[src/rtl/init_reset_sequencer.sv]
// Staged reset sequencer: after POR, device init and a settled PLL lock it releases fabric, then peripheral, then CPU resets.
// Outputs are registered and move on the same edge as STATE; async inputs add SYNC_STAGES cycles; there is no backpressure.
module init_reset_sequencer #(
   parameter int SYNC_STAGES    = 2,
   parameter int SETTLE_CYCLES  = 16,
   parameter int STAGE_DELAY    = 8,
   parameter int TIMEOUT_CYCLES = 65535,
   parameter bit REQUIRE_SRAM   = 1'b1
) (
   input  logic       CLK,
   input  logic       RESET,
   input  logic       FABRIC_POR_N,
   input  logic       DEVICE_INIT_DONE,
   input  logic       SRAM_INIT_DONE,
   input  logic       USRAM_INIT_DONE,
   input  logic       PLL_LOCK,
   input  logic       EXT_RST_N,
   output logic       FABRIC_RESET_N,
   output logic       PERIPH_RESET_N,
   output logic       CPU_RESET_N,
   output logic       INIT_DONE,
   output logic       TIMEOUT_ERR,
   output logic [2:0] STATE
);

   typedef struct packed {
      logic por_n;
      logic dev_done;
      logic sram_done;
      logic usram_done;
      logic pll_lock;
      logic ext_rst_n;
   } async_in_t;

   typedef enum logic [2:0] {
      WAIT_POR   = 3'd0,
      WAIT_INIT  = 3'd1,
      WAIT_LOCK  = 3'd2,
      REL_FABRIC = 3'd3,
      REL_PERIPH = 3'd4,
      REL_CPU    = 3'd5,
      RUN        = 3'd6,
      ERROR      = 3'd7
   } state_t;

   localparam logic [15:0] TIMEOUT_LAST = 16'(TIMEOUT_CYCLES - 1);
   localparam logic [15:0] SETTLE_LAST  = 16'(SETTLE_CYCLES - 1);
   localparam logic [15:0] STAGE_LAST   = 16'(STAGE_DELAY - 1);

   async_in_t                   raw;
   async_in_t [SYNC_STAGES-1:0] sync_q;
   async_in_t                   in_s;

   state_t      state;
   state_t      state_nxt;
   logic [15:0] cnt;
   logic [15:0] cnt_nxt;
   logic [15:0] lk;
   logic [15:0] lk_nxt;
   logic        init_ok;
   logic        link_lost;

   assign raw = {FABRIC_POR_N, DEVICE_INIT_DONE, SRAM_INIT_DONE,
                 USRAM_INIT_DONE, PLL_LOCK, EXT_RST_N};

   always_ff @(posedge CLK) begin
      if (RESET) begin
         sync_q <= '0;
      end else begin
         sync_q <= {sync_q[SYNC_STAGES-2:0], raw};
      end
   end

   assign in_s      = sync_q[SYNC_STAGES-1];
   assign init_ok   = in_s.dev_done && (!REQUIRE_SRAM || (in_s.sram_done && in_s.usram_done));
   assign link_lost = !in_s.ext_rst_n || !in_s.pll_lock;

   always_comb begin
      state_nxt = state;
      cnt_nxt   = '0;
      lk_nxt    = '0;
      case (state)
         WAIT_POR: begin
            if (in_s.por_n) state_nxt = WAIT_INIT;
         end
         WAIT_INIT: begin
            cnt_nxt = cnt + 16'd1;
            if (init_ok) begin
               state_nxt = WAIT_LOCK;
            end else if (cnt == TIMEOUT_LAST) begin
               state_nxt = ERROR;
            end
         end
         WAIT_LOCK: begin
            // An external reset request freezes the timeout and restarts the lock settle window.
            if (!in_s.ext_rst_n) begin
               cnt_nxt = cnt;
            end else begin
               cnt_nxt = cnt + 16'd1;
               if (in_s.pll_lock && lk == SETTLE_LAST) begin
                  state_nxt = REL_FABRIC;
               end else begin
                  if (in_s.pll_lock) lk_nxt = lk + 16'd1;
                  if (cnt == TIMEOUT_LAST) state_nxt = ERROR;
               end
            end
         end
         REL_FABRIC: begin
            cnt_nxt = cnt + 16'd1;
            if (cnt == STAGE_LAST) state_nxt = REL_PERIPH;
         end
         REL_PERIPH: begin
            cnt_nxt = cnt + 16'd1;
            if (cnt == STAGE_LAST) state_nxt = REL_CPU;
         end
         REL_CPU: begin
            cnt_nxt = cnt + 16'd1;
            if (cnt == STAGE_LAST) state_nxt = RUN;
         end
         RUN: begin
            state_nxt = RUN;
         end
         ERROR: begin
            if (!in_s.por_n) state_nxt = WAIT_POR;
         end
         default: begin
            state_nxt = WAIT_POR;
         end
      endcase

      // Aborts override any progress condition evaluated on the same cycle.
      if (state != WAIT_POR && state != ERROR) begin
         if (!in_s.por_n) begin
            state_nxt = WAIT_POR;
         end else if (state >= REL_FABRIC && link_lost) begin
            state_nxt = WAIT_LOCK;
         end
      end

      if (state_nxt != state) begin
         cnt_nxt = '0;
         lk_nxt  = '0;
      end
   end

   always_ff @(posedge CLK) begin
      if (RESET) begin
         state          <= WAIT_POR;
         cnt            <= '0;
         lk             <= '0;
         FABRIC_RESET_N <= 1'b0;
         PERIPH_RESET_N <= 1'b0;
         CPU_RESET_N    <= 1'b0;
         INIT_DONE      <= 1'b0;
         TIMEOUT_ERR    <= 1'b0;
      end else begin
         state          <= state_nxt;
         cnt            <= cnt_nxt;
         lk             <= lk_nxt;
         FABRIC_RESET_N <= state_nxt inside {REL_FABRIC, REL_PERIPH, REL_CPU, RUN};
         PERIPH_RESET_N <= state_nxt inside {REL_PERIPH, REL_CPU, RUN};
         CPU_RESET_N    <= state_nxt inside {REL_CPU, RUN};
         INIT_DONE      <= (state_nxt == RUN);
         if (state_nxt == ERROR) TIMEOUT_ERR <= 1'b1;
      end
   end

   assign STATE = state;

   release_order_a: assert property (@(posedge CLK) disable iff (RESET)
      (!CPU_RESET_N || PERIPH_RESET_N) && (!PERIPH_RESET_N || FABRIC_RESET_N));

   error_holds_resets_a: assert property (@(posedge CLK) disable iff (RESET)
      (state == ERROR) |-> (TIMEOUT_ERR && !FABRIC_RESET_N));

endmodule

[config.mk]
export PLATFORM = sky130hd
export DESIGN_NAME = init_reset_sequencer
export DESIGN_NICKNAME = d
export VERILOG_FILES = /design/src/rtl/init_reset_sequencer.sv
export SDC_FILE = /design/constraint.sdc
export NUM_CORES = 1
export LEC_CHECK = 0
export ABC_AREA = 1
export BUFFER_PORTS_ARGS = -buffer_cell sky130_fd_sc_hd__clkbuf_2
export CORE_MARGIN = 3
export CORE_UTILIZATION = 37
export CTS_CLUSTER_DIAMETER = 120
export DETAILED_ROUTE_END_ITERATION = 8
export PLACE_DENSITY_LB_ADDON = 0.1
export SLEW_MARGIN = 20
export SYNTH_ARGS = -nofsm -noshare
export SYNTH_HDL_FRONTEND = slang
export SYNTH_SLANG_ARGS = --single-unit
[constraint.sdc]
create_clock -name CLK -period 2.65 [get_ports CLK]
set_clock_uncertainty 0.05 [all_clocks]
set_input_delay 0.1325 -clock CLK [delete_from_list [all_inputs] [get_ports CLK]]
set_output_delay 0.1325 -clock CLK [all_outputs]
set_load 0.05 [all_outputs]
==> results of run 1 <==
[worst max path at each step]
stage             start          end  slack, ps
6_report         cnt[1]  CPU_RESET_N        410
5_1_grt        STATE[2]      cnt[15]         70
4_1_cts        STATE[0]        lk[2]        380
3_5_place_dp   STATE[0]        lk[2]        400
3_3_place_gp   STATE[0]  CPU_RESET_N        360
2_1_floorplan  STATE[0]        lk[4]        360
[state kept, by name (all words and copies together) (netlist names)]
| name | cells |
|---|---|
| CPU_RESET_N | 1 |
| FABRIC_RESET_N | 1 |
| INIT_DONE | 1 |
| PERIPH_RESET_N | 1 |
| STATE | 3 |
| TIMEOUT_ERR | 1 |
| cnt | 16 |
| in_s | 6 |
| lk | 16 |
| sync_q | 6 |
[worst max-delay path: stages, from the launching register on]
cell and delay (ps):
sky130_fd_sc_hd__dfxtp_1 400, sky130_fd_sc_hd__ha_1 190, sky130_fd_sc_hd__nand3_1 80, sky130_fd_sc_hd__nor2_1 270
sky130_fd_sc_hd__nand2_1 120, sky130_fd_sc_hd__o21ai_1 160, sky130_fd_sc_hd__nand3_1 110, sky130_fd_sc_hd__a21boi_0 470
sky130_fd_sc_hd__o21ai_0 190, sky130_fd_sc_hd__a21oi_1 150
[cells by family (layout without fill, tap and decap cells)]
kind of cell / count (synthesis) / after routing / share of synthesized area
simple gates: 203 / 203 / 0.374
xor+xnor: 13 / 13 / 0.0448
fa+ha+maj: 3 / 3 / 0.0148
flops: 52 / 52 / 0.410
compound gates: 28 / 28 / 0.0656
buf+inv: 56 / 79 / 0.0907
[placed cells by master, fill, tap and decap left out, drive strengths merged, types with 5 or more instances in the layout]
master | netlist | final
nand2 | 60 | 60
xor2 | 11 | 11
dlygate4sd3 | 0 | 6
inv | 49 | 50
nand3 | 30 | 30
dfxtp | 52 | 52
o21ai | 9 | 9
nand4 | 5 | 5
a21oi | 9 | 9
nor3 | 8 | 8
clkbuf | 2 | 20
nor2 | 92 | 92
or2 | 5 | 5
[metrics by stage]
| stage | util | power, mW | hold WS (ps) | area (um^2) |
|---|---|---|---|---|
| final | 0.435 | 1.30 | 204 | 2820 |
| after global routing | 0.435 | 1.36 | 231 | 2820 |
| after CTS | 0.435 | 1.33 | 209 | 2820 |
| after detailed placement | 0.411 | 0.857 | 278 | 2670 |
| after global placement | 0.411 | 0.857 | 276 | 2670 |
| after floorplan | - | 0.846 | 189 | 2540 |
[power by group]
group / internal (mW) / total (mW) / switching (mW)
registers: 0.790 / 0.795 / 0.00492
logic: 0.0197 / 0.0493 / 0.0296
clock network: 0.190 / 0.458 / 0.269
[cell type report]
class	instances	area share
sequential	52	0.369
timing repair buffer	22	0.0505
clock buffer	5	0.0244
multi-input combinational	247	0.449
tap	77	0.0341
inverter	49	0.0652
clock inverter	3	0.00798
[timing repair]
action	4_1_cts	5_1_grt
hold buffers	6	0
setup endpoints to repair	0	0
hold endpoints to repair	6	0
buffers inserted	0	0
[metal layers]
layer / vias up / global-route usage
li1: 1157 / -
met1: 957 / 0.165
met2: 27 / 0.237
met3: 6 / 0.0307
met4: 0 / 0.0453
met5: - / 0
==> out/qor.txt, run 1 <==
maximum number of pins on one net before global-route repair: 20
CP Launch Type: flop
Die W: 88.8 um
leak pwr: 1.13 nW
critical path endpoint category: flop
R2R Path Start: cnt[1]
routed length on met1: 2.32 mm
Iter 0 DRT Violations: 54
DR pass1 iterations: 4
placed wire-length estimate after detailed placement: 3.60 mm
footprint of the flip-flops and latches: 1040 um^2
share of the clock period used by the worst path after layout: 0.847
number of enable flip-flop cells after synthesis: 0
most numerous cell in the Yosys netlist: sky130_fd_sc_hd__nor2_1
cells resized by post-CTS repair: 0
Power per Cell Area: 462 nW/um^2
achievable frequency: 446 MHz
CTS tree: done
global router's overall resource usage: 0.136
critical path data arrival time: 2430 ps
top flip-flop cell by instance count after synthesis: sky130_fd_sc_hd__dfxtp_1
global-route congestion overflow total: 0
Buffers on Ports: 15
result of the run: finished, final reports clean
classification of the worst setup path: flop to flop
Detail Route met3 WL: 141 um
number of synthesized register bits: 52
final routed wirelength across all metal layers: 4.84 mm
syn_nets: 366
worst-case clock buffer depth: 2
Max IR drop VDD: 0.251 mV
endpoints failing setup: 0
top layer reached by signal wires: met4
total number of H-tree levels: 2
area used by multi-input combinational logic: 1270 um^2
MaxCap Viol Count: 0
count of final max-slew check failures: 0
last weighted congestion value of the routability-driven placer: 0.829
ratio of cells with drive above 1 in the final layout: 0.143
antenna-violating nets left: 0
die area: 7890 um^2
number of cells traversed by the worst register-to-register path: 9
register area share after synthesis: 0.410
antenna fix cells: 0
global-route wire length before repair: 8.57 mm
transition time at the pin with the least slew margin: 559 ps
met2 WL post-DR: 2.32 mm
antenna violations before repair: 0
share of the synthesized area in the top cell type: 0.410
Worst EP required: 2830 ps
final setup TNS: 0 ps
count of boundary I/O pins: 16
non-filler cells in the finished layout: 455
buffer cell driving the clock tree root: sky130_fd_sc_hd__clkbuf_8
detailed-route wire length per cell: 10.6 um
fill cell count: 700
post-DR vias/cell: 4.72
endpoint of the lowest-slack register-to-register path: CPU_RESET_N
type of the most critical hold path: input port to flop
number of placed instances, taps included: 441
cell taking the most area after synthesis: sky130_fd_sc_hd__dfxtp_1
time the final worst path needs with I/O delays and setup: 2240 ps
Worst-Skew Late Latency: 310 ps
starting density of the core: 0.391
Synth Cell Area: 2540 um^2
Worst Setup Slack, final: 407 ps
total count of hold-check failures in the final report: 0
Place WS: 397 ps
clock-pin slew of the registers on the worst-case setup and hold paths: 100 ps
Cell Rows: 29
FFs w/ async S/R, synth: 0
max_slew headroom: 0.624
Avg Cell Area, Syn: 7.15 um^2
number of buffers added by the clock tree synthesis step: 5
setup repair after global routing missed its margin: false
synthesized instance count: 355
nets@finish: 388
area of the core region: 6490 um^2
leading post-synthesis cells by instance count: 76 x sky130_fd_sc_hd__nor2_1, 57 x sky130_fd_sc_hd__nand2_1, 52 x sky130_fd_sc_hd__dfxtp_1
CP Max Fanout: 5
number of global-route vias before repair: 2043
number of synthesis warnings: 0
detailed-route via count: 2147
clock sink count: 52
DR DRC count: 0
endpoint of the worst hold path: TIMEOUT_ERR
Worst R2R Setup Slack: 410 ps
area growth from synthesis to final layout: 11.2%
Die Height: 88.8 um
hold path startpoint: RESET
hold path depth: 2
synth unique cells: 35
top cells by area in the synthesized netlist: sky130_fd_sc_hd__dfxtp_1 41%, sky130_fd_sc_hd__nor2_1 11%, sky130_fd_sc_hd__nand2_1 8.4%
Power figures use the tool's default switching activity.
==> run 2: changes to the inputs <==
==> constraint.sdc (replaced) <==
create_clock -name CLK -period 2.04 [get_ports CLK]
set_clock_uncertainty 0.05 [all_clocks]
set_input_delay 0.102 -clock CLK [delete_from_list [all_inputs] [get_ports CLK]]
set_output_delay 0.102 -clock CLK [all_outputs]
set_load 0.05 [all_outputs]
==> out/qor.txt, run 2 (same netlist as run 1, synthesis figures left out) <==
result of the run: finished with violations
violations in the final reports: setup timing
detailed-route wire length per cell: 11.7 um
Cell Rows: 29
total count of hold-check failures in the final report: 0
CP Launch Type: flop
area growth from synthesis to final layout: 28.8%
global router's overall resource usage: 0.156
endpoints failing setup: 1
critical path depth: 14
max_slew headroom: 0.749
die area: 7890 um^2
achievable frequency: 490 MHz
transition time at the pin with the least slew margin: 367 ps
detailed-route via count: 2300
max incr delay on CP: 400 ps
number of global-route vias before repair: 2151
most common cell after layout, fill and taps aside: sky130_fd_sc_hd__nor2_1
DR pass1 iterations: 4
nets@finish: 419
CP Max Fanout: 8
top library cells by usage in the layout, fill and taps aside: 57 x sky130_fd_sc_hd__nor2_1, 52 x sky130_fd_sc_hd__nand2_1, 46 x sky130_fd_sc_hd__inv_1
share of the clock period used by the worst path after layout: 1.00
Clock power frac: 0.348
final routed wirelength across all metal layers: 5.67 mm
non-filler cells in the finished layout: 486
endpoint of the lowest-slack register-to-register path: cnt[14]
Die Height: 88.8 um
antenna-violating nets left: 0
Buffers on Ports: 15
family with the most delay on the worst path: simple AND/OR/NAND/NOR gates
CP endpoint: cnt[14]
Power per Cell Area: 525 nW/um^2
critical path data arrival time: 2240 ps
count of final max-slew check failures: 0
placed wire-length estimate after detailed placement: 3.89 mm
setup repair after global routing missed its margin: true
buffer cell driving the clock tree root: sky130_fd_sc_hd__clkbuf_8
classification of the worst setup path: flop to flop
CP Launch Point: cnt[1]
sw power: 0.410 mW
DR DRC count: 0
type of the most critical hold path: flop to flop
total number of H-tree levels: 2
Cell Int Power: 1.31 mW
sum of buffers and inverters on the critical path: 1
Worst Setup Slack, final: -0.536 ps
Worst R2R Setup Slack: -0.5 ps
maximum number of pins on one net before global-route repair: 17
switching part of the total power: 0.239
largest registers ranked by flip-flop count: cnt (16), lk (16)
number of placed instances, taps included: 459
hold path startpoint: sync_q[3]
time the final worst path needs with I/O delays and setup: 2040 ps
list of cells traversed by the critical path: ha_4 -> nand3_1 -> nor2_4 -> nand2_1 -> nand2_1 -> o21ai_1 -> nand3_1 -> nand2_1 -> nand3_1 -> nand2_2 -> nor2_4 -> buf_12 -> nand3_4 -> nor2_1
clock sink count: 52
global-route congestion overflow total: 0
count of boundary I/O pins: 16
number of buffers added by the clock tree synthesis step: 5
global-route wire length before repair: 9.57 mm
Place WS: -155 ps
leak pwr: 1.29 nW
Worst-Skew Late Latency: 310 ps
Worst EP required: 2240 ps
cell type of the slowest stage on the worst timing path: sky130_fd_sc_hd__dfxtp_4
clock-pin slew of the registers on the worst-case setup and hold paths: 100 ps
area of the core region: 6490 um^2
worst-case clock buffer depth: 2
number of cells traversed by the worst register-to-register path: 14
ratio of cells with drive above 1 in the final layout: 0.303
Max IR drop VDD: 0.326 mV
post-DR vias/cell: 4.73
CTS tree: done
Combinational Power Share: 0.052
last weighted congestion value of the routability-driven placer: 0.852
antenna violations before repair: 0
R2R Path Start: cnt[1]
starting density of the core: 0.391
Iter 0 DRT Violations: 60
critical path endpoint category: flop
sequential share of power: 0.599
antenna fix cells: 0
Die W: 88.8 um
MaxCap Viol Count: 0
==> run 2: power groups by stage <==
stage	combinational, mW	sequential [mW]	clock (mW)
after floorplan	0.0429	1.05	0
after global placement	0.0617	1.06	0
after detailed placement	0.0622	1.06	0
after CTS	0.0869	1.03	0.628
after global routing	0.101	1.03	0.661
final	0.0900	1.03	0.597
==> run 2: metal layers <==
| metal | track usage | wire length [um] | share of wire | up-vias |
|---|---|---|---|---|
| li1 | - | - | - | 1225 |
| met1 | 0.207 | 2710 | 0.48 | 1047 |
| met2 | 0.252 | 2750 | 0.49 | 19 |
| met3 | 0.0317 | 115 | 0.020 | 9 |
| met4 | 0.0563 | 96 | 0.017 | 0 |
| met5 | 0 | 0 | 0 | - |
==> run 2: per-stage QoR <==
stage | area [um^2] | TNS [ps] | utilization | hold slack, ps | power [mW]
floorplan | 2540 | 0 | - | 159 | 1.10
global placement | 2810 | -3230 | 0.433 | 245 | 1.12
detailed placement | 2810 | -3620 | 0.433 | 247 | 1.12
CTS | 3150 | 0 | 0.485 | 357 | 1.75
global route | 3270 | -4370 | 0.503 | 374 | 1.79
finish | 3270 | -0.536 | 0.503 | 356 | 1.72
==> run 2: worst reg2reg max path, delay by kind of cell (launching register included) <==
family,cells,cell delay (ps)
compound gates,1,60
fa+ha+maj,1,140
flops,1,400
buf+inv,1,140
simple gates,11,1240
==> run 2: cell type report <==
class / instances / area, um^2
Fill cell: 643 / 3230
Timing Repair Buffer: 51 / 398
Multi-Input combinational cell: 249 / 1440
Clock inverter: 2 / 16.3
Clock buffer: 6 / 72.6
Sequential cell: 52 / 1060
Tap cell: 77 / 96.3
Inverter: 49 / 186
==> run 2: what timing repair did <==
action / 4_1_cts / 5_1_grt
hold buffers: 8 / 0
resized for setup: 21 / 33
pin swaps: 15 / 22
hold endpoints to repair: 9 / 0
setup endpoints to repair: 32 / 36
cloned: 2 / 0
setup buffers: 6 / 3
==> run 2: worst min-delay path by stage <==
| stage | end | slack (ps) | depth (start not counted) |
|---|---|---|---|
| after floorplan | sync_q[0] | 160 | 2 |
| after global placement | sync_q[0] | 250 | 3 |
| after detailed placement | sync_q[0] | 250 | 3 |
| after CTS | in_s[0] | 360 | 2 |
| after global routing | in_s[3] | 370 | 2 |
| final | in_s[3] | 360 | 2 |
==> run 3: changes to the inputs <==
--- a/config.mk
+++ b/config.mk
@@ -11,7 +11,7 @@
 export CORE_UTILIZATION = 37
 export CTS_CLUSTER_DIAMETER = 120
 export DETAILED_ROUTE_END_ITERATION = 8
-export PLACE_DENSITY_LB_ADDON = 0.1
+export PLACE_DENSITY = 0.58
 export SLEW_MARGIN = 20
 export SYNTH_ARGS = -nofsm -noshare
 export SYNTH_HDL_FRONTEND = slang
==> out/qor.txt, run 3 (same netlist as run 1, synthesis figures left out) <==
Max IR drop VDD: 0.316 mV
CP Launch Type: flop
maximum number of pins on one net before global-route repair: 18
non-filler cells in the finished layout: 487
CP Max Fanout: 4
CP endpoint: lk[14]
MaxCap Viol Count: 0
nets@finish: 420
global router's overall resource usage: 0.138
Cell Rows: 29
top library cells by usage in the layout, fill and taps aside: 60 x sky130_fd_sc_hd__nor2_1, 49 x sky130_fd_sc_hd__nand2_1, 46 x sky130_fd_sc_hd__dfxtp_1, 46 x sky130_fd_sc_hd__inv_1, 24 x sky130_fd_sc_hd__buf_4
Worst Hold Margin: 358 ps
fill cell count: 611
detailed-route via count: 2255
setup repair after global routing missed its margin: true
Worst EP required: 2240 ps
R2R Path Start: cnt[0]
starting density of the core: 0.391
result of the run: finished with violations
routed length on met1: 2.64 mm
type of the most critical hold path: flop to flop
final routed wirelength across all metal layers: 5.44 mm
Iter 0 DRT Violations: 109
count of boundary I/O pins: 16
count of final max-slew check failures: 0
antenna fix cells: 0
leak pwr: 1.33 nW
CP Launch Point: cnt[0]
Buffers on Ports: 15
worst-case clock buffer depth: 2
cell type of the slowest stage on the worst timing path: sky130_fd_sc_hd__dfxtp_2
antenna-violating nets left: 0
DR pass1 iterations: 4
achievable frequency: 474 MHz
endpoint of the lowest-slack register-to-register path: lk[14]
global-route wire length before repair: 8.60 mm
CTS tree: done
critical path data arrival time: 2310 ps
top layer reached by signal wires: met4
met2 WL post-DR: 2.57 mm
clock sink count: 52
Die Height: 88.8 um
Detail Route met3 WL: 148 um
share of the clock period used by the worst path after layout: 1.03
number of cells traversed by the worst register-to-register path: 15
die area: 7890 um^2
critical path endpoint category: flop
detailed-route wire length per cell: 11.2 um
total number of H-tree levels: 2
total count of hold-check failures in the final report: 0
Worst-Skew Late Latency: 310 ps
Power per Cell Area: 513 nW/um^2
Die W: 88.8 um
list of cells traversed by the critical path: inv_2 -> ha_4 -> nand2_2 -> nor2_2 -> nand4_1 -> nand3_1 -> nand2_1 -> nand3_2 -> nand2_2 -> nand2_2 -> nand2_2 -> nor2_4 -> nand3_4 -> clkbuf_16 -> nor2_2
number of global-route vias before repair: 1978
number of placed instances, taps included: 460
area growth from synthesis to final layout: 31.6%
max incr delay on CP: 350 ps
global-route congestion overflow total: 0
endpoints failing setup: 24
most common cell after layout, fill and taps aside: sky130_fd_sc_hd__nor2_1
area of the core region: 6490 um^2
transition time at the pin with the least slew margin: 359 ps
largest registers ranked by flip-flop count: cnt (16), lk (16)
ratio of cells with drive above 1 in the final layout: 0.300
placed wire-length estimate after detailed placement: 3.58 mm
buffer cell driving the clock tree root: sky130_fd_sc_hd__clkbuf_8
cell mode on critical path: sky130_fd_sc_hd__nand2_2
time the final worst path needs with I/O delays and setup: 2110 ps
post-DR vias/cell: 4.63
violations in the final reports: setup timing
final standard cell utilization of the core: 0.515
Worst R2R Setup Slack: -70 ps
last weighted congestion value of the routability-driven placer: 0.832
Worst Setup Slack, final: -71.1 ps
clock-pin slew of the registers on the worst-case setup and hold paths: 100 ps
number of buffers added by the clock tree synthesis step: 5
DR DRC count: 0
max_slew headroom: 0.754
antenna violations before repair: 0
classification of the worst setup path: flop to flop
run 3: through the flow:
step           TNS, ps  power (mW)  cell area, um^2  worst slack [ps]
2_1_floorplan        0        1.10             2540              19.4
3_3_place_gp      -521        1.11             2820             -38.4
3_5_place_dp      -607        1.11             2820             -64.9
4_1_cts          -1.18        1.73             3050             -1.18
5_1_grt          -6340        1.79             3340              -240
6_report         -1020        1.71             3340             -71.1
run 3: where the power goes:
part | switching [mW] | internal, mW
Sequential | 0.00674 | 1.02
Clock | 0.353 | 0.244
Combinational | 0.0486 | 0.0401
Total | 0.408 | 1.31
run 3: layer usage:
layer / track usage / up-vias
li1: - / 1223
met1: 0.178 / 1005
met2: 0.222 / 19
met3: 0.0335 / 8
met4: 0.0495 / 0
met5: 0 / -
run 3: critical path, delay by kind of cell (launching register included):
family	cells	cell delay [ps]
buf+inv	2	270
flops	1	350
simple gates	12	1270
fa+ha+maj	1	130
run 3: worst min-delay path by stage:
stage / startpoint / to / cells past startpoint
after CTS: sync_q[1] / in_s[1] / 2
after floorplan: EXT_RST_N / sync_q[0] / 2
final: sync_q[2] / in_s[2] / 2
after detailed placement: USRAM_INIT_DONE / sync_q[2] / 3
after global routing: sync_q[3] / in_s[3] / 2
after global placement: DEVICE_INIT_DONE / sync_q[4] / 3
run 3: what timing repair did:
action                     in CTS  in global routing
gates resized for setup         6                 54
setup buffers                   2                  7
hold endpoints to repair        8                  0
hold buffers                    9                  0
setup endpoints to repair      32                 37
pin swaps                       2                 22
gates cloned                    0                  2
run 3: layout make-up:
cell class	instances	area (um^2)	share of cell area
Inverter	49	184	0.0550
Timing Repair Buffer	53	450	0.135
Sequential cell	52	1060	0.316
Multi-Input combinational cell	248	1460	0.438
Clock inverter	3	23.8	0.00711
Clock buffer	5	68.8	0.0206
Tap cell	77	96.3	0.0288
